File: config.mk
export PLATFORM = sky130hd
export DESIGN_NAME = pipes_scroller
export DESIGN_NICKNAME = d
export VERILOG_FILES = /design/src/rtl/pipes_scroller.sv
export SDC_FILE = /design/constraint.sdc
export NUM_CORES = 1
export LEC_CHECK = 0
export ABC_AREA = 1
export BUFFER_PORTS_ARGS = -buffer_cell sky130_fd_sc_hd__buf_2
export CORE_UTILIZATION = 25
export CTS_CLUSTER_DIAMETER = 100
export CTS_CLUSTER_SIZE = 14
export DETAILED_ROUTE_END_ITERATION = 10
export SKIP_CTS_REPAIR_TIMING = 1
export SLEW_MARGIN = 15
export SYNTH_ARGS = -nofsm -noshare
export SYNTH_HDL_FRONTEND = slang
export SYNTH_SLANG_ARGS = --single-unit
File: constraint.sdc
create_clock -name clk -period 4.1 [get_ports clk]
set_input_delay 0.41 -clock clk [delete_from_list [all_inputs] [get_ports clk]]
set_output_delay 0.41 -clock clk [all_outputs]
set_load 0.005 [all_outputs]
File: src/rtl/pipes_scroller.sv
// pipes_scroller: per-frame game-logic stage in front of the pipe list.
// On each frame tick it walks the list once, scrolling every pipe left,
// dropping pipes that have left the screen and pulsing score_inc when a
// pipe's right edge crosses the bird column. After the walk it may spawn
// a new pipe at the right edge, with the gap height taken from an LFSR.
`timescale 1ns/1ps

module pipes_scroller #(
    parameter int SCREEN_WIDTH   = 640,
    parameter int PIPE_WIDTH     = 64,
    parameter int SPEED          = 2,
    parameter int BIRD_X         = 160,
    parameter int SPAWN_INTERVAL = 100,
    parameter int GAP_MIN        = 64,
    parameter int GAP_RANGE      = 288,
    parameter int MAX_PIPES      = 16
) (
    input  logic        clk,
    input  logic        rst,
    input  logic        ce,
    input  logic        frame_tick,
    input  logic [4:0]  count,
    output logic        insert_en,
    output logic [20:0] insert_data,
    output logic        iter_start,
    input  logic [20:0] iter_out,
    input  logic        iter_out_valid,
    output logic [20:0] iter_in,
    output logic        iter_remove,
    output logic        score_inc,
    output logic        busy,
    output logic        frame_done
);

    // x is the signed left-edge column, gap_y the gap height
    typedef struct packed {
        logic signed [10:0] x;
        logic        [9:0]  gap_y;
    } pipe_t;

    typedef enum logic [2:0] {IDLE, START, WAIT, ITER, SPAWN, DONE} state_t;

    // All x arithmetic is done in 12-bit signed so x + PIPE_WIDTH cannot wrap
    localparam logic signed [11:0] SPEED_S = 12'(SPEED);
    localparam logic signed [11:0] PW_S    = 12'(PIPE_WIDTH);
    localparam logic signed [11:0] BIRD_S  = 12'(BIRD_X);
    localparam logic [7:0]         SPAWN_LAST = 8'(SPAWN_INTERVAL - 1);
    localparam logic [9:0]         GAP_RANGE_V = 10'(GAP_RANGE);

    state_t      state, state_nxt;
    logic        pending;
    logic [7:0]  spawn_cnt;
    logic [15:0] lfsr;

    pipe_t              cur;
    pipe_t              upd;
    pipe_t              spawn_pipe;
    logic signed [11:0] cur_x;
    logic signed [11:0] nx;
    logic               spawn_due;
    logic               list_room;
    logic               do_spawn;
    logic [9:0]         raw;
    logic [9:0]         gap_off;
    logic               lfsr_fb;

    assign cur   = pipe_t'(iter_out);
    assign cur_x = {cur.x[10], cur.x};
    assign nx    = cur_x - SPEED_S;

    // The scrolled pipe keeps its gap; nx is always in 11-bit range when kept
    assign upd.x     = nx[10:0];
    assign upd.gap_y = cur.gap_y;
    assign iter_in   = upd;

    // Fold the 9-bit LFSR sample into [0, GAP_RANGE) with one subtraction;
    // GAP_RANGE >= 256 guarantees a single fold is enough
    assign raw     = {1'b0, lfsr[8:0]};
    assign gap_off = (raw >= GAP_RANGE_V) ? raw - GAP_RANGE_V : raw;
    assign spawn_pipe.x     = 11'(SCREEN_WIDTH);
    assign spawn_pipe.gap_y = 10'(GAP_MIN) + gap_off;
    assign insert_data      = spawn_pipe;

    assign spawn_due = (spawn_cnt >= SPAWN_LAST);
    assign list_room = (int'(count) < MAX_PIPES);
    assign do_spawn  = spawn_due && list_room;

    assign busy    = (state != IDLE);
    assign lfsr_fb = lfsr[0] ^ lfsr[2] ^ lfsr[3] ^ lfsr[5];

    // Next-state and per-state outputs; the walk outputs are combinational
    // on iter_out so the list can write back in the same cycle
    always_comb begin
        state_nxt   = state;
        iter_start  = 1'b0;
        iter_remove = 1'b0;
        score_inc   = 1'b0;
        insert_en   = 1'b0;
        frame_done  = 1'b0;
        case (state)
            IDLE:  if (frame_tick || pending) state_nxt = START;
            START: begin
                iter_start = 1'b1;
                state_nxt  = WAIT;
            end
            WAIT:  state_nxt = ITER;
            ITER: begin
                if (iter_out_valid) begin
                    iter_remove = (nx <= -PW_S);
                    score_inc   = (cur_x + PW_S >= BIRD_S) && (nx + PW_S < BIRD_S);
                end else begin
                    state_nxt = SPAWN;
                end
            end
            SPAWN: begin
                insert_en = do_spawn;
                state_nxt = DONE;
            end
            DONE: begin
                frame_done = 1'b1;
                state_nxt  = IDLE;
            end
            default: state_nxt = IDLE;
        endcase
    end

    // State register; everything freezes while ce is low
    always_ff @(posedge clk or posedge rst) begin
        if (rst)     state <= IDLE;
        else if (ce) state <= state_nxt;
    end

    // One-deep frame queue: a tick arriving mid-frame is remembered once
    always_ff @(posedge clk or posedge rst) begin
        if (rst) begin
            pending <= 1'b0;
        end else if (ce) begin
            if (state == IDLE)   pending <= 1'b0;
            else if (frame_tick) pending <= 1'b1;
        end
    end

    // Frames since the last spawn, saturating so a blocked spawn retries
    always_ff @(posedge clk or posedge rst) begin
        if (rst) begin
            spawn_cnt <= 8'd0;
        end else if (ce && state == SPAWN) begin
            if (do_spawn)        spawn_cnt <= 8'd0;
            else if (!spawn_due) spawn_cnt <= spawn_cnt + 8'd1;
        end
    end

    // Free-running Fibonacci LFSR, taps 16/14/13/11, stepping every ce cycle
    always_ff @(posedge clk or posedge rst) begin
        if (rst)     lfsr <= 16'hACE1;
        else if (ce) lfsr <= {lfsr_fb, lfsr[15:1]};
    end

endmodule

# Yosys cells after proc, flatten, opt, wreduce, memory -nomap -nowiden
# Cells that the tools add are included.
[word_totals]
regBits = 28
in_bits = 31
out_inout_bits = 48
elab_cells = 52
[classes]
addsub = 6
order_cmp = 6
n_eq_ne = 8
n_mux = 15
bitwise_logic = 3
n_reduce_logical = 10
[op_table]
columns = ["op", "n"]
rows = [
  ["$mux 8", 2],
  ["$pmux 3 s5", 1],
  ["$add 11x8->12 const B", 1],
  ["$add 12x8->12 const B", 1],
  ["$ge 12x9->1 const B", 1],
  ["$le 12x7->1 const B", 1],
  ["$lt 12x9->1 const B", 1],
  ["$sub 11x3->12 const B", 1],
  ["$add 7x10->10 const A", 1],
  ["$mux 10", 1],
  ["$sub 9x9->10 const B", 1],
  ["$ge 9x9->1 const B", 1],
  ["$mux 1", 9],
  ["$add 8x1->8 const B", 1],
  ["$ge 8x7->1 const B", 1],
  ["$eq 3x2->1 const B", 2],
  ["$eq 3x3->1 const B", 2],
  ["$mux 3", 2],
  ["$lt 5x5->1 const B", 1],
  ["$ne 2x2->1 const B", 2],
  ["$reduce_and 2->1", 2],
  ["$eq 3x1->1 const B", 1],
  ["$logic_and 1x1->1", 3],
  ["$logic_not 3->1", 1],
  ["other kinds (6)", 8],
]

# Depth between registers and ports, before layout
# Gate-level depths: netlist of the first run.
[logic_depth]
word_depth = 6
ltp_mapped = 11
mapped_depth_nobuf = 11

# Worst setup path before layout of the first run
# Ideal clock, no wire load.
[synth_path]
kind = "input port to output port"
from = "input port iter_out[11]"
to = "output port iter_remove"
t_arrival_ps = 1441
t_required_ps = 3690
setup_slack_ps = 2249
path_stages = 10
path_buffers = 0
path_cell_list = "inv_1 ha_1 nand2_4 nor2_4 nand2_1 nand2_1 nor2_1 nand3_1 nand2_1 a21oi_1"
[synth_between]
elab_chain_cells = 4
[synth_lines]
columns = ["item", "line_no", "text"]
rows = [
  ["from (decl)", "26", "input logic [20:0] iter_out,"],
  ["$sub 11x3->12", "69", "assign nx = cur_x - SPEED_S;"],
  ["$le 12x7->1", "109", "iter_remove = (nx <= -PW_S);"],
  ["$mux 1", "108", "if (iter_out_valid) begin"],
  ["$mux 1", "100", "case (state)"],
  ["to (decl)", "29", "output logic iter_remove,"],
]
# No other way between the ends.

# Final worst setup path of the first run
[layout_path]
from = "register lfsr[5]"
to = "output port insert_data[8]"
[layout_between]
elab_chain_cells = 3
elab_cells_between_ends = 4
cone_classes = "add/sub (2); order compare (1); mux (1)"
[layout_lines]
columns = ["item", "line_no", "text"]
rows = [
  ["from (decl)", "53", "logic [15:0] lfsr;"],
  ["from (signal assigned)", "156", "else if (ce) lfsr <= {lfsr_fb, lfsr[15:1]};"],
  ["$sub 9x9->10 / $ge 9x9->1 (equally long branches)", "79", "assign gap_off = (raw >= GAP_RANGE_V) ? raw - GAP_RANGE_V : raw;"],
  ["$mux 10 (*)", "79", ""],
  ["$add 7x10->10 (*)", "81", "assign spawn_pipe.gap_y = 10'(GAP_MIN) + gap_off;"],
  ["to (decl)", "24", "output logic [20:0] insert_data,"],
]
# Mark *: on every way between the ends. The rest lies on a longest branch, timed or not.

==> results of run 1 <==
-- logic make-up (layout without fill, tap and decap cells) --
family / Yosys count / count (layout) / share of synthesized area (%)
xor+xnor: 12 / 12 / 5.23
compound gates: 41 / 41 / 10.4
fa+ha+maj: 9 / 9 / 5.23
simple gates: 118 / 118 / 27.5
buf+inv: 75 / 91 / 18.2
flops: 28 / 28 / 33.0
other cells: 2 / 11 / 0.349
-- routing by layer --
metal  up-vias  part of all wire, %  global-route usage [%]
li1        911                    -                       -
met4         0                  1.8                    4.04
met2        40                   46                    16.5
met1       786                   47                    10.8
met3        10                  5.0                   0.805
met5         -                    0                       0
-- final cells by class --
cell class                      count  area [µm²]  area share, %
Tap cell                          105         131           5.52
Clock inverter                      1        30.0           1.26
Inverter                           44         166           7.00
Sequential cell                    28         711           29.9
Multi-Input combinational cell    191        1080           45.6
Timing Repair Buffer               43         215           9.05
Clock buffer                        3        41.3           1.74
-- registers in the layout, indices dropped and copies added (netlist names) --
register and cells:
pending 1, spawn_cnt 8, lfsr 16, state 3
-- worst max path at each step --
stage | endpoint | depth (start not counted) | start
5_1_grt | insert_data[8] | 6 | lfsr[5]$_DFFE_PP1P_
3_3_place_gp | score_inc | 12 | iter_out[16]
2_1_floorplan | iter_remove | 10 | iter_out[11]
3_5_place_dp | iter_remove | 12 | iter_out[16]
4_1_cts | insert_data[8] | 6 | lfsr[5]$_DFFE_PP1P_
6_report | insert_data[8] | 6 | lfsr[5]$_DFFE_PP1P_
-- cells in the mapped netlist (6+ instances only) --
| master | instances | share of area, % |
|---|---|---|
| a21oi_1 | 9 | 2.1 |
| nand2_2 | 11 | 3.2 |
| nor3_1 | 6 | 1.4 |
| inv_1 | 37 | 6.4 |
| nor2_1 | 17 | 3.0 |
| buf_4 | 27 | 9.4 |
| o21ai_0 | 24 | 5.6 |
| dfstp_2 | 8 | 9.8 |
| dfrtp_1 | 20 | 23 |
| inv_2 | 6 | 1.0 |
| nand2_1 | 50 | 8.7 |
| nand3_1 | 14 | 3.3 |
| ha_1 | 9 | 5.2 |
| nand4_1 | 6 | 1.7 |
| xor2_1 | 7 | 2.8 |
-- power groups by stage --
| stage | Combinational [mW] | Sequential (mW) | Clock (mW) |
|---|---|---|---|
| 2_1_floorplan | 0.338 | 0.446 | 0 |
| 4_1_cts | 0.416 | 0.460 | 0.220 |
| 3_5_place_dp | 0.414 | 0.466 | 0 |
| 6_report | 0.408 | 0.461 | 0.216 |
| 3_3_place_gp | 0.403 | 0.464 | 0 |
| 5_1_grt | 0.468 | 0.475 | 0.230 |
-- cell usage in the layout (no fill, tap or decap), types with 2 or more instances in the layout --
master / instances
o21ai_1: 2
inv_1: 36
nor2_4: 4
buf_2: 43
nor2_1: 17
a21oi_1: 9
dfstp_2: 8
o21ai_0: 24
nor2_2: 3
dfrtp_1: 20
nand3b_1: 2
xnor2_1: 4
nand2_1: 50
nand2_4: 3
ha_1: 9
nand4_1: 6
nand2_2: 11
conb_1: 11
clkbuf_8: 3
nand3_1: 14
xor2_1: 7
inv_2: 6
nor3_1: 6
-- through the flow --
step,worst slack (ns),instance area [µm²],hold slack (ns)
final,1.77,2380,0.212
after global routing,1.63,2380,0.274
after CTS,1.74,2380,0.389
after detailed placement,1.88,2310,0.474
after global placement,1.90,2310,0.472
after floorplan,2.25,2190,0.453
==> out/metrics.cfg, run 1 <==
[critical_path]
cp_max_fo=4
slowest_stage=dfstp_2
rr_worst_depth=10
arrival_ns=1.92
crit_chain=inv_1, ha_1, o21ai_0, ha_1, xnor2_1, buf_2
path_class=reg -> out
cp-start-kind=register
critical_path.max_stage_delay_ns=0.57
ff2ff_setup_slack_ns=2.57
r2r-start=spawn_cnt[0]$_DFFE_PP0P_
path_buf_inv=2
rr_endpoint=spawn_cnt[6]$_DFFE_PP0P_
end_kind=primary output
cp_top_family=flip-flops
worstPathRequired_ns=3.69
cpMostUsedCell=ha_1

[place]
placedCellCount=411
place.gp.congestion=0.847
io_buffers=43
hpwlAfterDp_um=3170

[finish]
fin_nets=351
layout.cells.non_filler=415
fill_cells=906
synthToLayoutAreaGrowth_pct=10.5
n_antenna_cell=0
finalCoreUtilization_pct=28.8
layout-drive-gt1-share_pct=28.1

[job]
max_cap_viol_count=0

[power]
pwr-share-seq_pct=42.5
p_leak_nw=1.18
comb_power_share_pct=37.6
powerDensity_nw_per_um2=456
total_power_mw=1.09
ir_drop_v=0.000276
p_sw_mw=0.402
p_int_mw=0.683
p_clk_share_pct=19.9
swShare_pct=37.0

[sta]
final_max_slew_viol_count=0
setup_viol=0
rsz0062_at_grt=no
hold_viol_final=0
max_slew_margin_pct=36.5
fin_crit_ns=2.33
skew_ns=0.00481
fin_crit_sh_pct=56.9
fmax_mhz=428
setup_tns_ns=0
worst_pin_slew_ns=0.947

[global_route]
first_global_vias=1576
grtUsageTotal_pct=9.12
grt_pass1_wl_um=6630
grt_max_degree=29
antenna_found_initial=0
grt-ovfl-total=0

[synth]
syn_area_per_cell_um2=7.56
synthCells=285
synth.yosys.warnings=0
ys_seq_elements=28
yosys.cell_types.count=35
synth-seq-area-share_pct=33.0
syn_area_um2=2150
synth-edff-count=0
ys.flop_type=dfrtp_1
synthArstFlopShare_pct=100

[clock_tree]
cts.sinks=28
clk_path_buf_depth=2
numCtsBuffers=3
clk_pin_slew_worst_paths_ns=0.09
root_buffer=clkbuf_8
htree_levels=1
cts_tree=done
clk_latency_ns=0.28

[drt]
post_drt_wl_per_cell_um=9.53
drtIter0Drc=47
vias=1747
final_antenna_net_count=0
drc=0
finalWirelength_um=3960
vias_per_cell=4.21
dr.pass1.iters=4

[floorplanning]
num_rows=33
die_y_um=94.8
core_area_um2=8260
die-area_um2=8990
ios=79
start_util_pct=26.1
fp.dieW_um=94.8

[hold_path]
min_path_type=in -> async

[run_status]
status=finished clean

Power figures use the tool's default switching activity.
==> inputs of run 2 (changes only) <==
==> constraint.sdc (replaced) <==
create_clock -name clk -period 2 [get_ports clk]
set_input_delay 0.2 -clock clk [delete_from_list [all_inputs] [get_ports clk]]
set_output_delay 0.2 -clock clk [all_outputs]
set_load 0.005 [all_outputs]
==> run 2 against run 1 <==
Global-route usage rose by 0.24 points. Largest cell class unchanged. Largest power group unchanged. Via count rose by 1.7%. Power rose by 100%. Clock-buffer cell count rose by 1. Die area did not move. Sequential power rose by 110%. Setup slack got worse by 1.8 ns. Highest routed layer unchanged. Critical path depth rose by 2. Sequential share of layout area fell by 0.84 points. Clock power rose by 57%. Clock skew fell by 0.0036 ns. First-iteration DRC count rose by 17%.
==> out/metrics.cfg, run 2 (same netlist as run 1, synthesis figures left out) <==
[power]
ir_drop_v=0.000616  ; +120%
powerDensity_nw_per_um2=893  ; +96%
total_power_mw=2.19  ; +100%
p_leak_nw=1.21  ; +2.2%

[place]
place.gp.congestion=0.823  ; -2.9%
placedCellCount=414  ; +0.73%
io_buffers=43  ; unchanged
placed_area_um2=2330  ; +0.98%
hpwlAfterDp_um=3240  ; +2.2%
pre_cts_ws_ns=0.181  ; -1.70 ns

[clock_tree]
clk_path_buf_depth=2  ; unchanged
numCtsBuffers=3  ; unchanged
clk_latency_ns=0.27  ; about the same
cts_tree=done
clk_pin_slew_worst_paths_ns=0.09  ; about the same
root_buffer=clkbuf_8
htree_levels=1  ; unchanged
cts.sinks=28  ; unchanged

[finish]
largest_reg_flops=16  ; unchanged
top_regs=lfsr: 16 flops, spawn_cnt: 8 flops, state: 3 flops
finalCoreUtilization_pct=29.6  ; +0.83 points
layout-drive-gt1-share_pct=31.7  ; +3.7 points
layout_commonest_cell=nand2_1
finish.instance_area_um2=2450  ; +2.9%
final_cell_mix=nand2_1 (50), buf_2 (43), inv_1 (34), o21ai_0 (23), dfrtp_1 (20)
fin_nets=356  ; +1.4%
n_antenna_cell=0  ; unchanged
synthToLayoutAreaGrowth_pct=13.7
regMostFlops=lfsr
layout.cells.non_filler=420  ; +1.2%

[floorplanning]
ios=79  ; unchanged
start_util_pct=26.1  ; unchanged
fp.dieW_um=94.8  ; unchanged
die_y_um=94.8  ; unchanged
core_area_um2=8260  ; unchanged
num_rows=33  ; unchanged
die-area_um2=8990  ; unchanged

[critical_path]
crit_start=lfsr[5]$_DFFE_PP1P_
critical_path.max_stage_delay_ns=0.61  ; +0.04 ns
cp-start-kind=register
crit_chain=inv_4, ha_4, inv_2, nor2_2, xor2_1, ha_2, xnor2_2, buf_2
cp_top_family=flip-flops
slowest_stage=dfstp_2
arrival_ns=1.79  ; -0.13 ns
end_kind=primary output
r2r-start=spawn_cnt[0]$_DFFE_PP0P_
worstPathRequired_ns=1.80  ; -1.89 ns
path_class=reg -> out
cp_max_fo=3  ; -1
path_buf_inv=3  ; +1

[sta]
skew_ns=0.00117  ; -0.00363 ns
rsz0062_at_grt=yes
fmax_mhz=504
fin_ws_ns=0.0147  ; -1.75 ns
setup_viol=0  ; unchanged
fin_crit_sh_pct=99.3
setup_tns_ns=0  ; unchanged
fin_crit_ns=1.99
whs_ns=0.299  ; +0.0867 ns
final_max_slew_viol_count=0  ; unchanged
hold_viol_final=0  ; unchanged

[drt]
drtIter0Drc=55  ; +17%
post_drt_wl_per_cell_um=9.76  ; +2.4%
vias=1777  ; +1.7%
vias_per_cell=4.23  ; +0.51%
wl_met2_um=1910  ; +3.9%
dr.pass1.iters=4  ; unchanged
met3_length_um=215  ; +8.6%
finalWirelength_um=4100  ; +3.6%
top_layer=met4
drc=0  ; unchanged
final_antenna_net_count=0  ; unchanged
wl_met1_um=1910  ; +3.0%

[global_route]
grt-ovfl-total=0  ; unchanged
grtUsageTotal_pct=9.36  ; +0.24 points
first_global_vias=1656  ; +5.1%
antenna_found_initial=0  ; unchanged
grt_pass1_wl_um=6910  ; +4.3%
grt_max_degree=29  ; unchanged

[hold_path]
min_path_type=in -> reg
min_from=frame_tick

[job]
max_cap_viol_count=0  ; unchanged

[run_status]
status=finished clean

[run 2: changes by cell type in the layout (fill, tap and decap cells not counted), sizes merged]
cell	delta
buf	+4
bufinv	-1
clkbuf	+1
clkinv	-1
dlygate4sd3	+1
inv	+1
[run 2: power by group]
group | switching (mW) | internal [mW] | total (mW)
Combinational | 0.511 | 0.380 | 0.890
Sequential | 0.169 | 0.787 | 0.955
Clock | 0.164 | 0.176 | 0.340
Total | 0.844 | 1.34 | 2.19
[run 2: final cells by class]
cell class                 count  area, µm²
clock buffer                   4       55.1
fill                         894       5810
inverter                      44        169
multi-input combinational    191       1130
sequential                    28        711
tap                          105        131
timing repair buffer          48        255
[run 2: path summary, 6_finish.rpt]
path,end,slack [ns],cells past startpoint
max,insert_data[8],0.01,8
min,pending$_DFFE_PP0P_,0.30,5
max reg2reg,spawn_cnt[6]$_DFFE_PP0P_,0.42,10
min reg2reg,lfsr[10]$_DFFE_PP1P_,0.48,2
max in group asynchronous,lfsr[11]$_DFFE_PP1P_,1.17,4
min in group asynchronous,spawn_cnt[7]$_DFFE_PP0P_,0.52,4
[run 2: tightest hold or removal path, delay by kind of cell]
kind            cells  cell delay (ns)
compound gates      2             0.14
buf+inv             3             0.21
[run 2: per-layer routing]
layer,global-route usage (%),vias to the layer above
li1,-,922
met1,11.7,793
met2,16.8,50
met3,0.725,12
met4,3.28,0
met5,0,-
==> inputs of run 3 (changes only) <==
--- a/config.mk
+++ b/config.mk
@@ -5,7 +5,7 @@
 export SDC_FILE = /design/constraint.sdc
 export NUM_CORES = 1
 export LEC_CHECK = 0
-export ABC_AREA = 1
+export ABC_AREA = 0
 export BUFFER_PORTS_ARGS = -buffer_cell sky130_fd_sc_hd__buf_2
 export CORE_UTILIZATION = 25
 export CTS_CLUSTER_DIAMETER = 100
==> run 3 against run 2 <==
The run now ends with hold timing, setup timing left. Global-route usage up 1.0 points. Critical endpoint is now iter_remove. Largest cell class unchanged. Synthesized cell count down 14%. Combinational power up 33%.
==> out/metrics.cfg, run 3 <==
[run_status]
status=finished, violations left
failed_checks=hold timing, setup timing

[clock_tree]
clk_latency_ns=0.27  ; about the same
clk_pin_slew_worst_paths_ns=0.09  ; about the same
clk_path_buf_depth=2  ; unchanged
htree_levels=1  ; unchanged
numCtsBuffers=3  ; unchanged
cts_tree=done
cts.sinks=28  ; unchanged
root_buffer=clkbuf_8

[power]
p_leak_nw=1.30  ; +7.5%
powerDensity_nw_per_um2=942  ; +5.5%
ir_drop_v=0.000304  ; -51%

[drt]
drtIter0Drc=52  ; -5.5%
vias=1820  ; +2.4%
drc=0  ; unchanged
vias_per_cell=4.49  ; +6.2%
finalWirelength_um=4820  ; +18%
post_drt_wl_per_cell_um=11.9  ; +22%
dr.pass1.iters=5  ; +1
final_antenna_net_count=0  ; unchanged

[synth]
synth_area_leaders=dfrtp_1 (23%), dfstp_2 (9.9%), buf_4 (9.5%)
ys_seq_elements=28  ; unchanged
ys.flop_type=dfrtp_1
synth-seq-area-share_pct=33.3  ; +0.31 points
synthCells=245  ; -14%
yosysTopAreaCell=dfrtp_1
synthArstFlopShare_pct=100  ; unchanged
syn_area_um2=2130  ; -0.93%
synth-edff-count=0  ; unchanged
syn_area_per_cell_um2=8.71  ; +15%
synth_top_area_share_pct=23.5  ; +0.22 points
yosys.cell_types.count=49  ; +40%
yosys.cell_count.top_type=buf_4
synth.yosys.warnings=0  ; unchanged
synth_common_cells=buf_4 (27), dfrtp_1 (20), nor2_1 (20)

[critical_path]
worstPathRequired_ns=1.80  ; about the same
arrival_ns=2.04  ; +0.25 ns
cp-start-kind=input pin
cp_top_family=simple AND/OR/NAND/NOR gates
cp_max_fo=4  ; +1
slowest_stage=or4_4
path_buf_inv=3  ; unchanged
path_class=in -> out
end_kind=primary output
critical_path.max_stage_delay_ns=0.49  ; -0.12 ns
crit_chain=buf_6, or3_4, or4_4, buf_6, xnor2_2, o21ai_1, a211oi_1, nor3_1, buf_2
cpMostUsedCell=buf_6

[place]
io_buffers=43  ; unchanged
place.gp.congestion=0.825  ; +0.32%
hpwlAfterDp_um=3640  ; +12%
placed_area_um2=2530  ; +8.8%

[sta]
skew_ns=0.00106  ; -0.000110 ns
max_slew_margin_pct=64.3
fmax_mhz=446  ; -12%
hold_viol_final=20  ; +20
setup_viol=4  ; +4
fin_ws_ns=-0.243  ; -0.258 ns
final_max_slew_viol_count=0  ; unchanged
whs_ns=-0.0260  ; -0.325 ns
worst_pin_slew_ns=0.535
fin_crit_ns=2.24  ; +0.258 ns
rsz0062_at_grt=yes
fin_crit_sh_pct=112  ; +13 points

[floorplanning]
fp.dieW_um=94.4  ; -0.45%
num_rows=33  ; unchanged
die_y_um=94.4  ; -0.45%
ios=79  ; unchanged
core_area_um2=8220  ; -0.50%
die-area_um2=8910  ; -0.91%
start_util_pct=26.0  ; -0.11 points

[finish]
layout_commonest_cell=buf_2
n_antenna_cell=0  ; unchanged
multi_input_area_um2=1280  ; +14%
synthToLayoutAreaGrowth_pct=30.6
regArea_um2=711  ; unchanged
largest_reg_flops=16  ; unchanged
fin_nets=341  ; -4.2%
fill_cells=853  ; -4.6%
layout-drive-gt1-share_pct=45.0  ; +13 points
finish.instance_area_um2=2790  ; +14%
regMostFlops=lfsr
final_cell_mix=buf_2 (42), buf_4 (38), dfrtp_1 (20), nor2_1 (18), mux2_2 (13)
top_regs=lfsr: 16 flops, spawn_cnt: 8 flops, state: 3 flops

[hold_path]
min_path_type=in -> async

[job]
max_cap_viol_count=0  ; unchanged

[global_route]
antenna_found_initial=0  ; unchanged
grt-ovfl-total=0  ; unchanged
grt_pass1_wl_um=7290  ; +5.4%
first_global_vias=1644  ; -0.72%
grtUsageTotal_pct=10.4  ; +1.0 points
grt_max_degree=29  ; unchanged

==> run 3: cell count changes after synthesis, sizes merged, moves of 4 or more <==
cell,previous run,this run
a31oi,0,6
xor2,8,3
nand2b,0,4
nor2b,0,4
o21ai,26,12
inv,43,12
xnor2,4,13
nand4,6,2
mux2,0,14
nand2,64,12
nor2,24,20
nand3,15,7
clkbuf,2,12
==> run 3: final cells by class <==
cell class	count	share of cell area (%)
Multi-Input combinational cell	172	46.1
Tap cell	105	4.71
Sequential cell	28	25.5
Clock buffer	3	1.48
Inverter	12	1.71
Timing Repair Buffer	84	19.4
Clock inverter	1	1.08
==> run 3: kinds of logic (layout without fill, tap and decap cells) <==
logic type | Yosys count | count (layout) | synth area share [%]
simple gates | 75 | 75 | 18.1
buf+inv | 54 | 100 | 14.4
compound gates | 46 | 46 | 14.2
flops | 28 | 28 | 33.3
xor+xnor | 16 | 16 | 6.57
mux | 15 | 15 | 7.86
fa+ha+maj | 9 | 9 | 5.28
other cells | 2 | 11 | 0.352
==> run 3: worst register-to-register path: stages, from the launching register on <==
cell,delay [ns]
dfrtp_1,0.40
ha_2,0.19
or4_4,0.43
a31o_4,0.27
a21o_4,0.23
nor3_4,0.20
xnor2_1,0.14
nor2_1,0.06
==> run 3: power by group <==
part / total, mW / switching, mW / internal (mW)
Combinational: 1.18 / 0.525 / 0.651
Sequential: 1.01 / 0.178 / 0.828
Clock: 0.441 / 0.173 / 0.268
Total: 2.62 / 0.877 / 1.75
==> run 3: final timing paths <==
| path | start | endpoint | slack, ns | depth (start not counted) |
|---|---|---|---|---|
| max | iter_out[14] | iter_remove | -0.24 | 9 |
| min | rst | spawn_cnt[3]$_DFFE_PP0P_ | -0.03 | 3 |
| max in group asynchronous | rst | lfsr[0]$_DFFE_PP1P_ | 1.71 | 3 |
| max reg2reg | spawn_cnt[1]$_DFFE_PP0P_ | spawn_cnt[4]$_DFFE_PP0P_ | -0.03 | 7 |
| min reg2reg | lfsr[15]$_DFFE_PP1P_ | lfsr[15]$_DFFE_PP1P_ | 0.49 | 2 |
| min in group clk | frame_tick | pending$_DFFE_PP0P_ | 0.24 | 3 |
==> run 3: per-stage QoR <==
step                total power, mW  TNS [ns]  utilization [%]  setup WS (ns)  std cells
floorplan                      1.75    -0.215                -         -0.184        254
global placement               2.04    -0.520             30.9         -0.305        396
detailed placement             2.07    -0.565             30.9         -0.362        396
CTS                            2.52     -1.09             31.7         -0.361        400
global route                   2.83     -1.17             33.9         -0.296        405
finish                         2.62    -0.675             33.9         -0.243        405
==> run 3: metal layers <==
| metal | share of wire [%] | global-route usage, % | wire length (µm) | vias up |
|---|---|---|---|---|
| li1 | - | - | - | 930 |
| met3 | 4.0 | 2.74 | 193 | 2 |
| met5 | 0 | 0 | 0 | - |
| met2 | 53 | 18.8 | 2560 | 34 |
| met4 | 0.52 | 2.44 | 25 | 0 |
| met1 | 42 | 12.1 | 2040 | 854 |
